==> config.mk <==
export PLATFORM = sky130hd
export DESIGN_NAME = serial_add_seq
export DESIGN_NICKNAME = d
export VERILOG_FILES = /design/src/rtl/serial_add_seq.sv
export SDC_FILE = /design/constraint.sdc
export NUM_CORES = 1
export LEC_CHECK = 0
export CAP_MARGIN = 20
export CORE_UTILIZATION = 28
export CTS_CLUSTER_DIAMETER = 100
export DETAILED_ROUTE_END_ITERATION = 10
export GPL_TIMING_DRIVEN = 0
export PLACE_DENSITY = 0.46
export SLEW_MARGIN = 5
export SYNTH_ARGS = -nofsm -noshare
export SYNTH_HDL_FRONTEND = slang
export SYNTH_SLANG_ARGS = --single-unit
==> constraint.sdc <==
create_clock -name clk -period 3.9 [get_ports clk]
set_input_delay 0.975 -clock clk [delete_from_list [all_inputs] [get_ports clk]]
set_output_delay 0.975 -clock clk [all_outputs]
set_load 0.02 [all_outputs]
==> src/rtl/serial_add_seq.sv <==
// Bit-serial adder sequencer: takes parallel operands, adds one bit pair per clock LSB first
// through a registered carry, and returns the parallel sum and carry-out over valid/ready.
module serial_add_seq #(
    parameter int WIDTH = 8,
    localparam int CW = $clog2(WIDTH) + 1
) (
    input  logic             clk,
    input  logic             rst,
    input  logic             in_valid,
    output logic             in_ready,
    input  logic [WIDTH-1:0] a,
    input  logic [WIDTH-1:0] b,
    input  logic             ci,
    output logic             out_valid,
    input  logic             out_ready,
    output logic [WIDTH-1:0] sum,
    output logic             co,
    output logic             busy
);

    typedef enum logic [1:0] {IDLE, RUN, DONE} state_t;

    state_t           state_q, state_d;
    logic [WIDTH-1:0] aSr_q, aSr_d;
    logic [WIDTH-1:0] bSr_q, bSr_d;
    logic [WIDTH-1:0] resSr_q, resSr_d;
    logic [WIDTH-1:0] sum_q, sum_d;
    logic             carry_q, carry_d;
    logic             co_q, co_d;
    logic [CW-1:0]    cnt_q, cnt_d;
    logic             sBit, cNext;

    // The full-adder cell fed by the low bits of the operand shift registers.
    assign {cNext, sBit} = 2'(aSr_q[0]) + 2'(bSr_q[0]) + 2'(carry_q);

    always_ff @(posedge clk) begin
        if (rst) begin
            state_q <= IDLE;
            aSr_q   <= '0;
            bSr_q   <= '0;
            resSr_q <= '0;
            sum_q   <= '0;
            carry_q <= 1'b0;
            co_q    <= 1'b0;
            cnt_q   <= '0;
        end else begin
            state_q <= state_d;
            aSr_q   <= aSr_d;
            bSr_q   <= bSr_d;
            resSr_q <= resSr_d;
            sum_q   <= sum_d;
            carry_q <= carry_d;
            co_q    <= co_d;
            cnt_q   <= cnt_d;
        end
    end

    always_comb begin
        state_d = state_q;
        aSr_d   = aSr_q;
        bSr_d   = bSr_q;
        resSr_d = resSr_q;
        sum_d   = sum_q;
        carry_d = carry_q;
        co_d    = co_q;
        cnt_d   = cnt_q;
        case (state_q)
            IDLE: begin
                if (in_valid) begin
                    aSr_d   = a;
                    bSr_d   = b;
                    carry_d = ci;
                    cnt_d   = '0;
                    state_d = RUN;
                end
            end
            RUN: begin
                aSr_d   = {1'b0, aSr_q[WIDTH-1:1]};
                bSr_d   = {1'b0, bSr_q[WIDTH-1:1]};
                resSr_d = {sBit, resSr_q[WIDTH-1:1]};
                carry_d = cNext;
                cnt_d   = cnt_q + CW'(1);
                // Last step: the result register is complete once this sum bit lands in the MSB.
                if (cnt_q == CW'(WIDTH - 1)) begin
                    sum_d   = resSr_d;
                    co_d    = cNext;
                    state_d = DONE;
                end
            end
            DONE: begin
                if (out_ready) begin
                    state_d = IDLE;
                end
            end
            default: state_d = IDLE;
        endcase
    end

    assign in_ready  = (state_q == IDLE);
    assign out_valid = (state_q == DONE);
    assign busy      = (state_q != IDLE);
    assign sum       = sum_q;
    assign co        = co_q;

endmodule
Word level (Yosys, flattened, before mapping):

Cells that the tools add are included.

* $lt $le $gt $ge: 0
* add/subtract/negate cells: 3
* div/mod/pow operators: 0
* multiply operators: 0
* multiplexer cells: 12
* bitwise logic cells: 0
* shifts and indexed selects: 0
* eq/ne operators: 6
* reduce and logical (&&, ||, !) cells: 6

Operators with widths (count)
* $pmux W8 S2: 2
* $mux W8: 2
* $pmux W4 S2: 1
* $mux W2: 3
* $pmux W2 S3: 1
* $add A4 B1 Y4 const B: 1
* $eq A4 B3 Y1 const B: 1
* $mux W4: 1
* $ne A2 B2 Y1 const B: 2
* $reduce_and A2 Y1: 2
* $reduce_bool A2 Y1: 2
* $reduce_and A3 Y1: 1
* $add A1 B1 Y2: 1
* $add A2 B1 Y2: 1
* $eq A2 B1 Y1 const B: 1
* $eq A2 B2 Y1 const B: 1
* $logic_not A2 Y1: 1
* $ne A2 B1 Y1 const B: 1
* $pmux W1 S2: 1
* $mux W1: 1

* output and inout bits: 12
* input bits: 21
* memories kept: 0
* ROM bits: 0
* memory bits (writable): 0
* latch bits: 0
* register bits: 40

Depth between registers and ports, before layout:

* depth in word-level cells: 3
* mapped depth: 5

Worst setup path after synthesis:

No wires, ideal clock.

* path type: register -> output
* start: register state_q[0]
* end: output busy
* arrival: 1.224 ns
* cell stages (with the launch flop): 5
* data required time: 2.925 ns
* slack: 1.701 ns
* path through: dfxtp_1 buf_4 buf_4 nor2_1 inv_1

* word-level cells in the longest chain between the ends: 1

Ends and longest elaborated chain
* start: declaration: RTL line 23 `state_t state_q, state_d;`
* start signal: assignment: RTL line 47 `state_q <= state_d;`
* $reduce_bool A2 Y1: RTL line 101 `assign busy = (state_q != IDLE);`
* end: declaration: RTL line 18 `output logic busy`

No other way between the ends.

Worst setup path after layout:

* start: register state_q[0]
* end: output in_ready

* word-level cells in the longest chain between the ends: 1

Ends and longest elaborated chain
* $logic_not A2 Y1: RTL line 99 `assign in_ready = (state_q == IDLE);`
* end: declaration: RTL line 10 `output logic in_ready,`

No other way between the ends.

==> metrics <==
post-route insts no fill=305; hold_buf cts=0; Residual DRC=0; Clock Tree Buf Depth=2; Synth Area in Simple Gates=16.7%; status=completed; CTS tree=done; mux contribution to synthesized area=0.591%; Buf+Inv Stages, Crit Path=3; IO Pins=33; post-synthesis sequential area ratio=46.1%; Max Slew Vio Count=0; Cell Pwr Density=399 nW/um^2; Fmax=350 MHz; syn_area_per_cell=8.73 sq um; Post-CTS Resized=0; yosys warns=0; Layout area overhead=30.6%; Setup CP Type=flip-flop to output pin; Clock Tree Root=clkbuf_8; Setup violations, final=0; Max stage delay on crit path=660 ps; Mapped Cells=194; placed inst area=2090 sq um; initial antenna violation count=0; Cells after DPL=297; core outline area=5680 sq um; drt first pass iters=5; Fillers=609; DP HPWL=2860 microns; wire per inst=13.5 microns; RSZ-0062 raised after global routing=false; largest net degree at the start of global routing=13; Tcrit/Tclk final=73.2%; Critical Path Sink Type=output pin; TNS Setup=0 ps; min cycle time layout=2850 ps; fin area=2210 sq um; complex-gate fraction of the synthesized area=28.5%; adder-cell share of the synthesized area=1.92%; Antenna diodes=0; num rows=27; grt total ovfl=0; H-tree Lvls=2; RePlAce Congestion=0.724; Most Frequent Cell on Critical Path=buf_4; post-route total power=883 uW; CP startpoint kind=flip-flop; Buffers on Ports=31; clk slew on worst S/H paths=80 ps; Lkg Pwr=0.000802 uW; most frequent cells in the layout=dfxtp_1, nor2_1, clkdlybuf4s50_1; XOR/XNOR share of the synthesized area=0%; Final Hold Viols=0; critical path's slowest cell=clkdlybuf4s50_1; worst path cell trace=buf_4 -> buf_4 -> nor2_1 -> clkdlybuf4s50_1; Routed Antenna Nets=0; Yosys reg bits=39; Worst EP arrival=1880 ps; Initial Utilization=29.8%; vias per inst=4.91; commonest non-fill, non-tap cell in the layout=dfxtp_1; worst endpoint required time=2920 ps; Cells on Worst Hold Path=2; final net count=255; hold path endpoint=resSr_q[1]; CTS buffer count=5; CP max FO=10; Clock Latency Late Sink=290 ps; Die X=79.8 microns; vias in the first global route=1365; total number of vias=1498; Worst Hold Slack=460 ps; largest family of logic cells by synthesized area=compound AO/OA/AOI/OAI gates; Mapped Nets=217; Die Ht=79.8 microns; Slew @ Worst Pin=551 ps; setup repair bufs after CTS=0; startpoint of the worst hold path=resSr_q[1]; class of the worst hold path=flip-flop to flip-flop; relative slew slack=63.3%; clock skew=6.16 ps; clk sinks=39; worst r2r src=cnt_q[0]; r2r setup slk=2400 ps; Post-Syn Area=1690 sq um; Yosys cell types=27; Worst VDD drop=0.129 mV; first-pass GRT wire length=6760 microns; FF-to-FF path depth=5; Iter 0 DRT Violations=73; MaxCap Viol Count=0; critical path's top delay family=buffers and inverters; WL final=4130 microns; capture point of the worst reg-to-reg path=sum[6]; die area=6360 sq um; total track usage=14.1%; share of cells above drive strength 1=11.6%
## layout make-up
| cell class | instances | area, sq um | area share (%) |
|---|---|---|---|
| buffer | 16 | 88.8 | 4.02 |
| clock buffer | 6 | 82.6 | 3.74 |
| clock inverter | 2 | 35.0 | 1.58 |
| inverter | 4 | 15.0 | 0.679 |
| multi-input combinational | 135 | 808 | 36.6 |
| sequential | 39 | 781 | 35.3 |
| tap | 72 | 90.1 | 4.07 |
| timing repair buffer | 31 | 310 | 14.0 |
## state kept, by name, indices dropped and copies added, names as in the netlist
name     count
aSr_q        8
bSr_q        8
sum          8
resSr_q      7
cnt_q        4
state_q      2
carry_q      1
co           1
## cells by family (layout without fill, tap and decap cells)
kind of cell | after synthesis | in the layout
compound gates | 65 | 65
fa+ha+maj | 2 | 2
buf+inv | 20 | 59
flops | 39 | 39
mux | 1 | 1
simple gates | 67 | 67
## tightest hold or removal path: stages (launching register included)
cell     delay [ps]
dfxtp_1         320
nand2_1          50
a21oi_1          50
## metrics by stage
stage	utilization, %	setup WS [ps]
global placement	36.9	1340
detailed placement	36.9	1340
floorplan	-	1700
finish	39.0	1050
global route	39.0	919
CTS	39.0	1010
## how the worst max path moves through the flow
stage                           from       end  slack, ps  depth (start not counted)
final                     state_q[0]  in_ready       1050                          4
after global placement    state_q[0]  in_ready       1340                          4
after CTS                 state_q[0]  in_ready       1010                          4
after detailed placement  state_q[0]  in_ready       1340                          4
after global routing      state_q[0]  in_ready        920                          4
after floorplan           state_q[0]      busy       1700                          4
## synthesized netlist by cell type
cell / number / area, sq um
buf_2: 5 / 25.0
mux2i_1: 1 / 10.0
a22oi_1: 2 / 15.0
a21oi_1: 17 / 85.1
dfxtp_1: 39 / 781
nand2b_1: 2 / 12.5
clkbuf_1: 7 / 26.3
or3_1: 1 / 6.26
o22ai_1: 4 / 25.0
and3b_1: 1 / 8.76
nand3_1: 11 / 55.1
fa_1: 1 / 20.0
nand2_1: 18 / 67.6
o32a_1: 1 / 10.0
a31oi_1: 1 / 6.26
a21bo_2: 9 / 90.1
ha_1: 1 / 12.5
o21ba_2: 1 / 10.0
nor2_1: 32 / 120
a211oi_1: 16 / 120
a32oi_1: 2 / 17.5
buf_6: 2 / 22.5
o21bai_1: 1 / 7.51
nor2b_1: 2 / 12.5
inv_1: 4 / 15.0
buf_4: 2 / 15.0
o2bb2ai_1: 11 / 96.3
## report_power, final
| group | switching, uW | total, uW | internal [uW] |
|---|---|---|---|
| clock network | 141 | 348 | 207 |
| registers | 11.6 | 428 | 416 |
| logic | 56.1 | 107 | 51.0 |
| total | 209 | 883 | 674 |
## metal layers
metal | wire (microns) | part of all wire [%] | up-vias | track usage [%]
met5 | 0 | 0 | - | 0
met4 | 63 | 1.5 | 0 | 5.36
met3 | 147 | 3.6 | 6 | 3.77
met2 | 1750 | 42 | 25 | 20.2
met1 | 2170 | 53 | 701 | 19.9
li1 | - | - | 766 | -
Note: power is estimated with default switching activity, not from simulation.
